===== config.mk =====
export PLATFORM = sky130hd
export DESIGN_NAME = if_fetch_queue_flat
export DESIGN_NICKNAME = d
export VERILOG_FILES = /design/src/rtl/if_fetch_queue_pkg.sv /design/src/rtl/if_fetch_queue_if.sv /design/src/rtl/if_fetch_queue_fetch_sync_fifo.sv /design/src/rtl/if_fetch_queue.sv /design/src/flat_wrapper.sv
export SDC_FILE = /design/constraint.sdc
export NUM_CORES = 1
export LEC_CHECK = 0
export BUFFER_PORTS_ARGS = -buffer_cell sky130_fd_sc_hd__buf_2
export CAP_MARGIN = 20
export CORE_MARGIN = 2
export CORE_UTILIZATION = 55
export DETAILED_ROUTE_END_ITERATION = 8
export PLACE_DENSITY = 0.77
export SLEW_MARGIN = 40
export SYNTH_ARGS = -nofsm -noshare
export SYNTH_HDL_FRONTEND = slang
export SYNTH_SLANG_ARGS = --single-unit

===== constraint.sdc =====
create_clock -name clk -period 10.9 [get_ports clk]
set_input_delay 2.18 -clock clk [delete_from_list [all_inputs] [get_ports clk]]
set_output_delay 2.18 -clock clk [all_outputs]
set_load 0.02 [all_outputs]

===== src/rtl/if_fetch_queue_pkg.sv =====
// Shared constants and helpers for the instruction fetch queue slice.
package if_fetch_queue_pkg;

    localparam int unsigned DEFAULT_XLEN          = 32;
    localparam logic [31:0] DEFAULT_PC_RESET_ADDR = 32'h0000_0000;
    localparam int unsigned INSTR_BYTES           = 4;
    localparam logic [31:0] NOP_INSTR             = 32'h0000_0013;

    // A request may issue only if an in-flight slot is free and a queue slot can be reserved for its response.
    function automatic logic issue_allowed(
        input int unsigned fq_count,
        input int unsigned outstanding,
        input int unsigned drop_cnt,
        input int unsigned fq_depth,
        input int unsigned max_outstanding
    );
        return (outstanding < max_outstanding) &&
               ((fq_count + outstanding - drop_cnt) < fq_depth);
    endfunction

endpackage


===== src/rtl/if_fetch_queue_if.sv =====
// Fetch unit bus bundle: redirect input, imem request/response channels and decode output.
interface if_fetch_queue_if
    import if_fetch_queue_pkg::*;
#(
    parameter int unsigned XLEN = DEFAULT_XLEN
);
    logic            redirect_valid;
    logic [XLEN-1:0] redirect_pc;
    logic            imem_req_valid;
    logic            imem_req_ready;
    logic [XLEN-1:0] imem_req_addr;
    logic            imem_rsp_valid;
    logic [XLEN-1:0] imem_rsp_data;
    logic            out_valid;
    logic            out_ready;
    logic [XLEN-1:0] out_pc;
    logic [XLEN-1:0] out_instr;

    modport master (
        input  redirect_valid, redirect_pc, imem_req_ready, imem_rsp_valid, imem_rsp_data, out_ready,
        output imem_req_valid, imem_req_addr, out_valid, out_pc, out_instr
    );

    modport slave (
        output redirect_valid, redirect_pc, imem_req_ready, imem_rsp_valid, imem_rsp_data, out_ready,
        input  imem_req_valid, imem_req_addr, out_valid, out_pc, out_instr
    );

endinterface


===== src/rtl/if_fetch_queue_fetch_sync_fifo.sv =====
// Synchronous FIFO with flush; a push into a full FIFO is accepted only alongside a pop.
module fetch_sync_fifo #(
    parameter int unsigned WIDTH = 32,
    parameter int unsigned DEPTH = 4
) (
    input  logic                       clk,
    input  logic                       rst_n,
    input  logic                       flush_i,
    input  logic                       push_i,
    input  logic [WIDTH-1:0]           data_i,
    input  logic                       pop_i,
    output logic [WIDTH-1:0]           data_o,
    output logic [$clog2(DEPTH+1)-1:0] count_o,
    output logic                       full_o,
    output logic                       empty_o
);
    localparam int unsigned AW = (DEPTH > 1) ? $clog2(DEPTH) : 1;
    localparam int unsigned CW = $clog2(DEPTH + 1);

    logic [WIDTH-1:0] mem_q [DEPTH];
    logic [AW-1:0]    wr_ptr_q, wr_ptr_d;
    logic [AW-1:0]    rd_ptr_q, rd_ptr_d;
    logic [CW-1:0]    count_q, count_d;
    logic             do_push_s, do_pop_s;

    function automatic logic [AW-1:0] ptr_inc(input logic [AW-1:0] ptr);
        if (ptr == AW'(DEPTH - 1)) begin
            return {AW{1'b0}};
        end else begin
            return ptr + AW'(1);
        end
    endfunction

    assign empty_o   = (count_q == {CW{1'b0}});
    assign full_o    = (count_q == CW'(DEPTH));
    assign count_o   = count_q;
    assign data_o    = mem_q[rd_ptr_q];
    assign do_pop_s  = pop_i && !empty_o;
    assign do_push_s = push_i && (!full_o || do_pop_s);

    // Pointer and occupancy next-state; flush discards everything including this cycle's push/pop.
    always_comb begin
        wr_ptr_d = wr_ptr_q;
        rd_ptr_d = rd_ptr_q;
        count_d  = count_q;
        if (flush_i) begin
            wr_ptr_d = {AW{1'b0}};
            rd_ptr_d = {AW{1'b0}};
            count_d  = {CW{1'b0}};
        end else begin
            if (do_push_s) begin
                wr_ptr_d = ptr_inc(wr_ptr_q);
            end else begin
                wr_ptr_d = wr_ptr_q;
            end
            if (do_pop_s) begin
                rd_ptr_d = ptr_inc(rd_ptr_q);
            end else begin
                rd_ptr_d = rd_ptr_q;
            end
            count_d = count_q + CW'(do_push_s) - CW'(do_pop_s);
        end
    end

    // Control state register.
    always_ff @(posedge clk) begin
        if (!rst_n) begin
            wr_ptr_q <= {AW{1'b0}};
            rd_ptr_q <= {AW{1'b0}};
            count_q  <= {CW{1'b0}};
        end else begin
            wr_ptr_q <= wr_ptr_d;
            rd_ptr_q <= rd_ptr_d;
            count_q  <= count_d;
        end
    end

    // Storage array, written at the tail.
    always_ff @(posedge clk) begin
        if (do_push_s && !flush_i) begin
            mem_q[wr_ptr_q] <= data_i;
        end
    end

endmodule


===== src/rtl/if_fetch_queue.sv =====
// Instruction fetch unit: owns the fetch PC, issues imem requests, queues responses for decode
// and drops stale in-flight responses after a redirect.
module if_fetch_queue
    import if_fetch_queue_pkg::*;
#(
    parameter int unsigned     XLEN            = DEFAULT_XLEN,
    parameter logic [XLEN-1:0] PC_RESET_ADDR   = XLEN'(DEFAULT_PC_RESET_ADDR),
    parameter int unsigned     FQ_DEPTH        = 4,
    parameter int unsigned     MAX_OUTSTANDING = 2
) (
    input logic              clk,
    input logic              rst_n,
    if_fetch_queue_if.master bus
);
    localparam int unsigned FQ_CW = $clog2(FQ_DEPTH + 1);
    localparam int unsigned OS_CW = $clog2(MAX_OUTSTANDING + 1);

    logic [XLEN-1:0]   pc_q, pc_d;
    logic [OS_CW-1:0]  drop_cnt_q, drop_cnt_d;
    logic [FQ_CW-1:0]  fq_count_s;
    logic              fq_full_s, fq_empty_s;
    logic [2*XLEN-1:0] fq_head_s;
    logic [OS_CW-1:0]  outstanding_s;
    logic              ifl_full_s, ifl_empty_s;
    logic [XLEN-1:0]   rsp_pc_s;
    logic              req_valid_s, req_acc_s, out_acc_s, fq_push_s;
    logic              unused_s;

    assign req_valid_s = rst_n && !bus.redirect_valid &&
                         issue_allowed(32'(fq_count_s), 32'(outstanding_s), 32'(drop_cnt_q),
                                       FQ_DEPTH, MAX_OUTSTANDING);
    assign req_acc_s   = req_valid_s && bus.imem_req_ready;
    assign out_acc_s   = bus.out_valid && bus.out_ready && !bus.redirect_valid;
    assign fq_push_s   = bus.imem_rsp_valid && !bus.redirect_valid &&
                         (drop_cnt_q == {OS_CW{1'b0}});

    assign bus.imem_req_valid = req_valid_s;
    assign bus.imem_req_addr  = pc_q;
    assign bus.out_valid      = rst_n && !fq_empty_s;
    assign bus.out_pc         = fq_head_s[2*XLEN-1:XLEN];
    assign bus.out_instr      = fq_empty_s ? XLEN'(NOP_INSTR) : fq_head_s[XLEN-1:0];
    assign unused_s           = fq_full_s ^ ifl_full_s ^ ifl_empty_s;

    // Fetch PC and stale-response count; a redirect retargets and counts what is still in flight.
    always_comb begin
        pc_d       = pc_q;
        drop_cnt_d = drop_cnt_q;
        if (bus.redirect_valid) begin
            pc_d       = {bus.redirect_pc[XLEN-1:2], 2'b00};
            drop_cnt_d = outstanding_s - OS_CW'(bus.imem_rsp_valid);
        end else begin
            if (req_acc_s) begin
                pc_d = pc_q + XLEN'(INSTR_BYTES);
            end else begin
                pc_d = pc_q;
            end
            if (bus.imem_rsp_valid && (drop_cnt_q != {OS_CW{1'b0}})) begin
                drop_cnt_d = drop_cnt_q - OS_CW'(1);
            end else begin
                drop_cnt_d = drop_cnt_q;
            end
        end
    end

    // Fetch state register.
    always_ff @(posedge clk) begin
        if (!rst_n) begin
            pc_q       <= PC_RESET_ADDR;
            drop_cnt_q <= {OS_CW{1'b0}};
        end else begin
            pc_q       <= pc_d;
            drop_cnt_q <= drop_cnt_d;
        end
    end

    // PCs of accepted requests, popped in order as responses arrive.
    fetch_sync_fifo #(
        .WIDTH (XLEN),
        .DEPTH (MAX_OUTSTANDING)
    ) u_inflight_fifo (
        .clk     (clk),
        .rst_n   (rst_n),
        .flush_i (1'b0),
        .push_i  (req_acc_s),
        .data_i  (pc_q),
        .pop_i   (bus.imem_rsp_valid),
        .data_o  (rsp_pc_s),
        .count_o (outstanding_s),
        .full_o  (ifl_full_s),
        .empty_o (ifl_empty_s)
    );

    fetch_sync_fifo #(
        .WIDTH (2 * XLEN),
        .DEPTH (FQ_DEPTH)
    ) u_fetch_queue (
        .clk     (clk),
        .rst_n   (rst_n),
        .flush_i (bus.redirect_valid),
        .push_i  (fq_push_s),
        .data_i  ({rsp_pc_s, bus.imem_rsp_data}),
        .pop_i   (out_acc_s),
        .data_o  (fq_head_s),
        .count_o (fq_count_s),
        .full_o  (fq_full_s),
        .empty_o (fq_empty_s)
    );

endmodule


===== src/flat_wrapper.sv =====
// flat-port wrapper written by rule: the top's interface ports become plain ports
module if_fetch_queue_flat import if_fetch_queue_pkg::*;
#(
    parameter int unsigned     XLEN            = DEFAULT_XLEN,
    parameter logic [XLEN-1:0] PC_RESET_ADDR   = XLEN'(DEFAULT_PC_RESET_ADDR),
    parameter int unsigned     FQ_DEPTH        = 4,
    parameter int unsigned     MAX_OUTSTANDING = 2
)
  (clk, rst_n, bus_redirect_valid, bus_redirect_pc, bus_imem_req_ready, bus_imem_rsp_valid, bus_imem_rsp_data, bus_out_ready, bus_imem_req_valid, bus_imem_req_addr, bus_out_valid, bus_out_pc, bus_out_instr);
  if_fetch_queue_if #(.XLEN(XLEN)) bus_i ();
  input logic clk;
  input logic rst_n;
  input wire logic [$bits(bus_i.redirect_valid)-1:0] bus_redirect_valid;
  input wire logic [$bits(bus_i.redirect_pc)-1:0] bus_redirect_pc;
  input wire logic [$bits(bus_i.imem_req_ready)-1:0] bus_imem_req_ready;
  input wire logic [$bits(bus_i.imem_rsp_valid)-1:0] bus_imem_rsp_valid;
  input wire logic [$bits(bus_i.imem_rsp_data)-1:0] bus_imem_rsp_data;
  input wire logic [$bits(bus_i.out_ready)-1:0] bus_out_ready;
  output wire logic [$bits(bus_i.imem_req_valid)-1:0] bus_imem_req_valid;
  output wire logic [$bits(bus_i.imem_req_addr)-1:0] bus_imem_req_addr;
  output wire logic [$bits(bus_i.out_valid)-1:0] bus_out_valid;
  output wire logic [$bits(bus_i.out_pc)-1:0] bus_out_pc;
  output wire logic [$bits(bus_i.out_instr)-1:0] bus_out_instr;
  assign bus_i.redirect_valid = bus_redirect_valid;
  assign bus_i.redirect_pc = bus_redirect_pc;
  assign bus_i.imem_req_ready = bus_imem_req_ready;
  assign bus_i.imem_rsp_valid = bus_imem_rsp_valid;
  assign bus_i.imem_rsp_data = bus_imem_rsp_data;
  assign bus_i.out_ready = bus_out_ready;
  assign bus_imem_req_valid = bus_i.imem_req_valid;
  assign bus_imem_req_addr = bus_i.imem_req_addr;
  assign bus_out_valid = bus_i.out_valid;
  assign bus_out_pc = bus_i.out_pc;
  assign bus_out_instr = bus_i.out_instr;
  if_fetch_queue #(.XLEN(XLEN), .PC_RESET_ADDR(PC_RESET_ADDR), .FQ_DEPTH(FQ_DEPTH), .MAX_OUTSTANDING(MAX_OUTSTANDING)) u_core (.clk(clk), .rst_n(rst_n), .bus(bus_i));
endmodule

==> impl_metrics.ini, run 1 <==
[sta]
final_hold_viol_count = 0
final.setup_skew_ns = 0.0167
setup_tns_ns = 0
slew_viol_final = 0
fmax_mhz = 178
period_share_pct = 51.5
worst_slew_pin_slew_ns = 0.812
relSlewSlack_pct = 45.8
setup_viol = 0
finalCriticalPeriod_ns = 5.61
rsz0062_at_grt = false

[critical_path]
path_buf_inv = 2
cp_slowest_cell = nor4b_4
cp_top_family = simple AND/OR/NAND/NOR gates
end_kind = output port
start_kind = input pin
cp.arrival_ns = 3.43
critPathMostFrequentCell = buf_2
critPathMaxFanout = 28
critical_path_class = input pin to output port
cpPeakStageDelay_ns = 0.32
path_cells = buf_2 -> nand2b_4 -> nor4b_4 -> and2_1 -> buf_2
crit_required_ns = 8.72

[grt]
grt_pass1_vias = 7786
grt-ovfl-total = 0
grt_pass1_wl_um = 43100
antenna_found_initial = 1
grt_use_total_pct = 21.1
grt_max_degree = 48

[synth]
netlist.top_cell.by_area = edfxtp_1
synth_area_um2 = 13900
syn-instance-count = 785
synthFlopType = edfxtp_1
synth_cell_types = 51
synth_common_cells = edfxtp_1, mux4_2, dfxtp_1, nand2_1, nor2b_1
yosysMostFrequentCell = edfxtp_1
ys_seq_area_share_pct = 72.9
synth_area_per_cell_um2 = 17.8
async_reset_ff_share_pct = 0
synth-edff-count = 308
synth_top_area_share_pct = 66.3
yosysWarnings = 0
synthTopCellsByArea = edfxtp_1, mux4_2, dfxtp_1, mux2_2, nor2b_1
ys_ff_latch = 354

[die]
pin_count = 168
fp.dieW_um = 163
die_h_um = 163
die-area_um2 = 26600
rows = 58
design.core.area_um2 = 25000
start_util_pct = 55.7

[cells_and_area]
fin_nets = 1051
regArea_um2 = 10200
fill_cells = 1692
multi_input_area_um2 = 3600
final_util_pct = 65.9
area_delta_synth_final_pct = 18.3
diodes = 0
layout-drive-gt1-share_pct = 34.2

[clock_tree]
cts_made_buffers = 36
htree_levels = 2
post_cts_resized = 0
post_cts_buffers = 0
clk_latency_ns = 0.51
cts_buffer_depth = 3
cts_hold_buffers = 0
cts_tree = yes
cts_num_sinks = 354
clk_pin_slew_ns = 0.06
cts-root-buf = clkbuf_16

[run_status]
status = finished, final reports clean

[route]
via_per_inst = 5.78
route.detailed.drc = 0
wl_met3_um = 1840
drt_iter0_markers = 679
routed_wl_um = 27800
route.antenna.remaining_nets = 0
highest-signal-layer = met5
routedWlPerCell_um = 21.1
vias = 7646
wl_met1_um = 12000
met2_length_um = 13500
drt_pass1_iterations = 5

[pwr]
p_per_area_nw_per_um2 = 178
p_leak_nw = 5.61
peakVddDrop_uv = 103

[min_path]
min_path_type = flop to flop

[place]
hpwlAfterDp_um = 17700
gp_congestion = 0.854
port_buffers = 161

[job]
drv_cap = 0
flip-flops by register name (all words and copies together), names as in the netlist, named ones only:
name	flops
u_core.u_fetch_queue.mem_q	248
u_core.u_inflight_fifo.mem_q	60
u_core.bus.imem_req_addr	30
u_core.u_fetch_queue.count_o	3
u_core.drop_cnt_q	2
u_core.u_fetch_queue.rd_ptr_q	2
u_core.u_fetch_queue.wr_ptr_q	2
u_core.u_inflight_fifo.count_o	2
u_core.u_inflight_fifo.rd_ptr_q	1
u_core.u_inflight_fifo.wr_ptr_q	1
cell families after synthesis:
kind of cell / count (synthesis) / synth area share, %
flip-flops: 354 / 72.9
AND/OR/NAND/NOR: 169 / 6.68
multiplexers: 93 / 12.5
AO/OA/AOI/OAI: 78 / 3.40
buffers and inverters: 54 / 1.59
XOR/XNOR: 19 / 1.25
adder cells (fa/ha/maj): 17 / 1.63
other: 1 / 0.0269
layer usage:
| layer | global-route usage, % | vias up |
|---|---|---|
| met5 | 0 | - |
| met2 | 34.1 | 274 |
| met3 | 4.32 | 42 |
| met1 | 29.8 | 3866 |
| li1 | - | 3462 |
| met4 | 5.51 | 2 |
per-stage QoR:
stage	instances	setup WS (ns)	total power, W	hold WS, ns	instance area (um2)
CTS	1322	5.30	0.00297	0.487	16500
global placement	1246	5.35	0.00173	0.466	15100
floorplan	788	5.69	0.00167	0.463	14000
finish	1322	5.29	0.00294	0.476	16500
detailed placement	1256	5.34	0.00174	0.475	15300
global route	1322	5.22	0.00304	0.521	16500
power breakdown:
part / total (W) / switching [W] / internal (W)
clock: 0.00123 / 0.000480 / 0.000754
sequential: 0.00153 / 0.0000240 / 0.00151
combinational: 0.000180 / 0.000109 / 0.0000719
worst min-delay path: cells and delay by family, from the launching register on:
family | cells | cell delay, ns
flip-flops | 1 | 0.31
AO/OA/AOI/OAI | 1 | 0.07
AND/OR/NAND/NOR | 1 | 0.05
layout by cell type, fill, tap and decap left out, drive strengths merged, types with 9 or more instances in the layout:
master	synthesis	layout
nor2b	31	31
dfxtp	46	46
nor2	25	25
a21oi	20	20
mux4	62	62
nor3	10	10
nand3	12	12
ha	15	15
inv	15	17
buf	11	177
edfxtp	308	308
a31oi	15	15
o21ai	23	23
xnor2	14	14
clkinv	0	14
nand2	32	32
and2	9	9
mux2	30	30
or3	10	10
clkbuf	28	44
path summary, 6_finish.rpt:
check	startpoint	endpoint	slack, ns	cells past startpoint
setup / recovery	bus_redirect_valid	bus_imem_req_valid	5.29	5
hold / removal	u_core.u_fetch_queue.rd_ptr_q[1]	flop	0.48	2
setup reg to reg	u_core.u_fetch_queue.count_o[0]	u_core.bus.imem_req_addr[31]	6.85	11
hold reg to reg	u_core.u_fetch_queue.rd_ptr_q[1]	flop	0.48	2
cell type report:
class / count / share of cell area (%)
inverter: 15 / 0.341
multi-input combinational: 380 / 21.8
sequential: 354 / 61.7
clock inverter: 22 / 1.41
clock buffer: 44 / 5.89
tap: 330 / 2.50
timing repair buffer: 177 / 6.39
Note: power is estimated with default switching activity, not from simulation.
==> inputs of run 2 (changes only) <==
Settings changed: CORE_UTILIZATION 55 to 52, PLACE_DENSITY 0.77 to 0.76.
Clock period 10.9 ns to 5 ns, I/O delays scaled along.
==> impl_metrics.ini, run 2 (synthesized netlist as in run 1, its figures left out) <==
[route]
drt_iter0_markers = 690
met2_length_um = 13200
highest-signal-layer = met5
via_per_inst = 5.68
drt_pass1_iterations = 5
routed_wl_um = 27200
routedWlPerCell_um = 20.3
wl_met1_um = 11500
vias = 7595
route.detailed.drc = 0
route.antenna.remaining_nets = 0
wl_met3_um = 1840

[cells_and_area]
largest_reg_flops = 248
largest-register = u_core.u_fetch_queue.mem_q
fin_nets = 1057
final_common_cell = edfxtp_1
final_cell_mix = edfxtp_1, buf_2, mux4_2
final_area_um2 = 16600
fin_cells = 1336
layout-drive-gt1-share_pct = 34.9
area_delta_synth_final_pct = 18.8

[pwr]
peakVddDrop_uv = 221
p_leak_nw = 5.64
p_per_area_nw_per_um2 = 386

[clock_tree]
clk_latency_ns = 0.52
cts-root-buf = clkbuf_16
post_cts_resized = 0
cts_buffer_depth = 3
post_cts_buffers = 0
htree_levels = 2
cts_hold_buffers = 0
cts_made_buffers = 38
cts_num_sinks = 354
clk_pin_slew_ns = 0.06
cts_tree = yes

[critical_path]
end_kind = output port
r2r_cells = 11
crit_required_ns = 4.00
start_kind = flop
cp.arrival_ns = 3.07
critical_path_class = flop to output port
critPathMaxFanout = 9

[sta]
final_hold_viol_count = 0
setup_tns_ns = 0
setup_viol = 0
relSlewSlack_pct = 53.1
worst_slew_pin_slew_ns = 0.702
slew_viol_final = 0
finalCriticalPeriod_ns = 4.07
final.setup_skew_ns = 0.0242
period_share_pct = 81.3
fmax_mhz = 246
rsz0062_at_grt = false

[place]
hpwlAfterDp_um = 17400
dp_cells = 1265
gp_congestion = 0.852
placed_area_um2 = 15400
port_buffers = 161

[die]
pin_count = 168
die-area_um2 = 28100
fp.dieW_um = 168
rows = 59
start_util_pct = 53.2
design.core.area_um2 = 26200
die_h_um = 168

[run_status]
status = finished, final reports clean

[min_path]
min_path_type = flop to flop
hold_depth = 2

[grt]
grt_max_degree = 36
grt_pass1_vias = 7620
grt-ovfl-total = 0
grt_pass1_wl_um = 42500
grt_use_total_pct = 19.6
antenna_found_initial = 3

[job]
drv_cap = 0
run 2: metrics by stage:
step                      hold slack (ns)  setup WS (ns)  power (W)  utilization [%]
after global placement              0.478           1.16    0.00378             57.8
after floorplan                     0.463          0.843    0.00364                -
after CTS                           0.511          0.934    0.00646             63.2
after detailed placement            0.484           1.01    0.00379             58.6
after global routing                0.540          0.764    0.00661             63.2
final                               0.505          0.934    0.00639             63.2
run 2: final cells by class:
class / count / area (um2)
Sequential cell: 354 / 10200
Fill cell: 1852 / 9640
Multi-Input combinational cell: 380 / 3590
Timing Repair Buffer: 181 / 1110
Clock buffer: 50 / 1050
Tap cell: 335 / 419
Clock inverter: 20 / 168
Inverter: 15 / 56.3
Antenna cell: 1 / 2.50
run 2: path summary, 6_finish.rpt:
| path | start | to | slack [ns] |
|---|---|---|---|
| max | u_core.u_inflight_fifo.count_o[0] | bus_imem_req_valid | 0.93 |
| min | u_core.u_inflight_fifo.rd_ptr_q | flop | 0.51 |
| max reg2reg | u_core.u_inflight_fifo.count_o[0] | u_core.bus.imem_req_addr[31] | 1.00 |
| min reg2reg | u_core.u_inflight_fifo.rd_ptr_q | flop | 0.51 |
run 2: power by group:
part	internal, W	switching, W	total, W
Combinational	0.000159	0.000230	0.000389
Clock	0.00158	0.00107	0.00266
Sequential	0.00329	0.0000560	0.00334
Total	0.00503	0.00136	0.00639
run 2: critical path: stages, from the launching register on:
cell,delay (ns)
dfxtp_1,0.35
ha_1,0.25
fa_1,0.48
ha_1,0.31
a21oi_2,0.21
xor2_1,0.56
and2_1,0.23
buf_2,0.16
run 2: metal layers:
| metal | vias up | GRT usage, % |
|---|---|---|
| met5 | - | 0 |
| met4 | 4 | 5.78 |
| met3 | 51 | 4.00 |
| met2 | 303 | 32.3 |
| met1 | 3757 | 26.7 |
| li1 | 3480 | - |
==> inputs of run 3 (changes only) <==
Settings changed: CORE_UTILIZATION 52 to 55, PLACE_DENSITY 0.76 to 0.77.
Clock period 5 ns to 4.1 ns, I/O delays scaled along.
==> impl_metrics.ini, run 3 (synthesized netlist as in run 1, its figures left out) <==
[run_status]
status = finished, final reports clean

[sta]
final_hold_viol_count = 0
finalCriticalPeriod_ns = 3.83
worst_slew_pin_slew_ns = 0.730
fmax_mhz = 261
period_share_pct = 93.5
setup_viol = 0
slew_viol_final = 0
rsz0062_at_grt = false
setup_tns_ns = 0
final.setup_skew_ns = 0.0242
relSlewSlack_pct = 51.4
setup_ws_ns = 0.268

[pwr]
p_leak_nw = 5.61
peakVddDrop_uv = 385
p_per_area_nw_per_um2 = 470

[route]
routed_wl_um = 27800
routedWlPerCell_um = 20.9
drt_pass1_iterations = 5
via_per_inst = 5.72
highest-signal-layer = met5
vias = 7617
route.antenna.remaining_nets = 0
wl_met1_um = 11500
wl_met3_um = 2020
drt_iter0_markers = 780
met2_length_um = 13700
route.detailed.drc = 0

[critical_path]
start_kind = flop
cp.arrival_ns = 3.01
crit_required_ns = 3.28
end_kind = output port
critPathMaxFanout = 5
critical_path_class = flop to output port

[die]
rows = 58
fp.dieW_um = 163
die-area_um2 = 26600
design.core.area_um2 = 25000
die_h_um = 163
pin_count = 168
start_util_pct = 55.7

[clock_tree]
cts_made_buffers = 37
post_cts_resized = 0
post_cts_buffers = 0
cts_buffer_depth = 3
htree_levels = 2
cts_tree = yes
cts-root-buf = clkbuf_16
cts_hold_buffers = 0
cts_num_sinks = 354
clk_latency_ns = 0.51
clk_pin_slew_ns = 0.06

[min_path]
min_path_type = input pin to flop

[place]
dp_cells = 1263
port_buffers = 161
hpwlAfterDp_um = 17400
gp_congestion = 0.875
dp_slack_ns = 0.560

[cells_and_area]
area_delta_synth_final_pct = 18.0
final_cell_mix = edfxtp_1, buf_2, mux4_2
fin_cells = 1331
layout-drive-gt1-share_pct = 35.1
final_common_cell = edfxtp_1
fill_cells = 1713
largest_reg_flops = 248
fin_nets = 1059
diodes = 0
final_util_pct = 65.7
largest-register = u_core.u_fetch_queue.mem_q

[grt]
grt-ovfl-total = 0
grt_pass1_wl_um = 42800
grt_max_degree = 50
antenna_found_initial = 1
grt_use_total_pct = 21.4
grt_pass1_vias = 7810

[job]
drv_cap = 0
run 3: final timing paths:
path | start | to | slack, ns | cells after the start
worst max-delay path | u_core.u_inflight_fifo.count_o[0] | bus_imem_req_valid | 0.27 | 9
worst min-delay path | bus_imem_rsp_data[3] | u_core.u_fetch_queue.mem_q[0][3] | 0.53 | 1
worst max register to register | u_core.u_inflight_fifo.count_o[0] | u_core.bus.imem_req_addr[31] | 0.55 | 12
worst min register to register | u_core.u_inflight_fifo.rd_ptr_q | flop | 0.54 | 2
run 3: area by class of cell:
cell class / instances / area [um2] / share of cell area (%)
multi-input combinational: 380 / 3580 / 21.8
clock inverter: 22 / 179 / 1.09
sequential: 354 / 10200 / 61.9
clock buffer: 46 / 1000 / 6.09
inverter: 15 / 56.3 / 0.342
timing repair buffer: 184 / 1040 / 6.33
tap: 330 / 413 / 2.51
run 3: per-stage QoR:
stage	cell area (um2)	total power (W)	hold WS (ns)
5_1_grt	16500	0.00800	0.511
2_1_floorplan	14000	0.00443	0.463
4_1_cts	16500	0.00780	0.509
3_3_place_gp	15300	0.00462	0.472
3_5_place_dp	15300	0.00463	0.496
6_report	16500	0.00774	0.530
run 3: critical path, stage by stage, from the launching register on:
cell and delay (ns):
dfxtp_1 0.36, ha_1 0.25, fa_1 0.48, ha_1 0.30
a21oi_2 0.07, and2_1 0.16, ha_1 0.21, nor4b_4 0.32
and2_1 0.20, buf_2 0.17
run 3: power by group:
| part | switching, W | internal, W |
|---|---|---|
| sequential | 0.0000747 | 0.00401 |
| clock | 0.00130 | 0.00188 |
| combinational | 0.000283 | 0.000196 |
| total | 0.00166 | 0.00608 |
run 3: routing by layer:
layer,vias to the layer above,global-route usage [%]
met3,42,4.29
li1,3482,-
met1,3790,28.7
met5,-,0
met2,301,36.0
met4,2,5.71
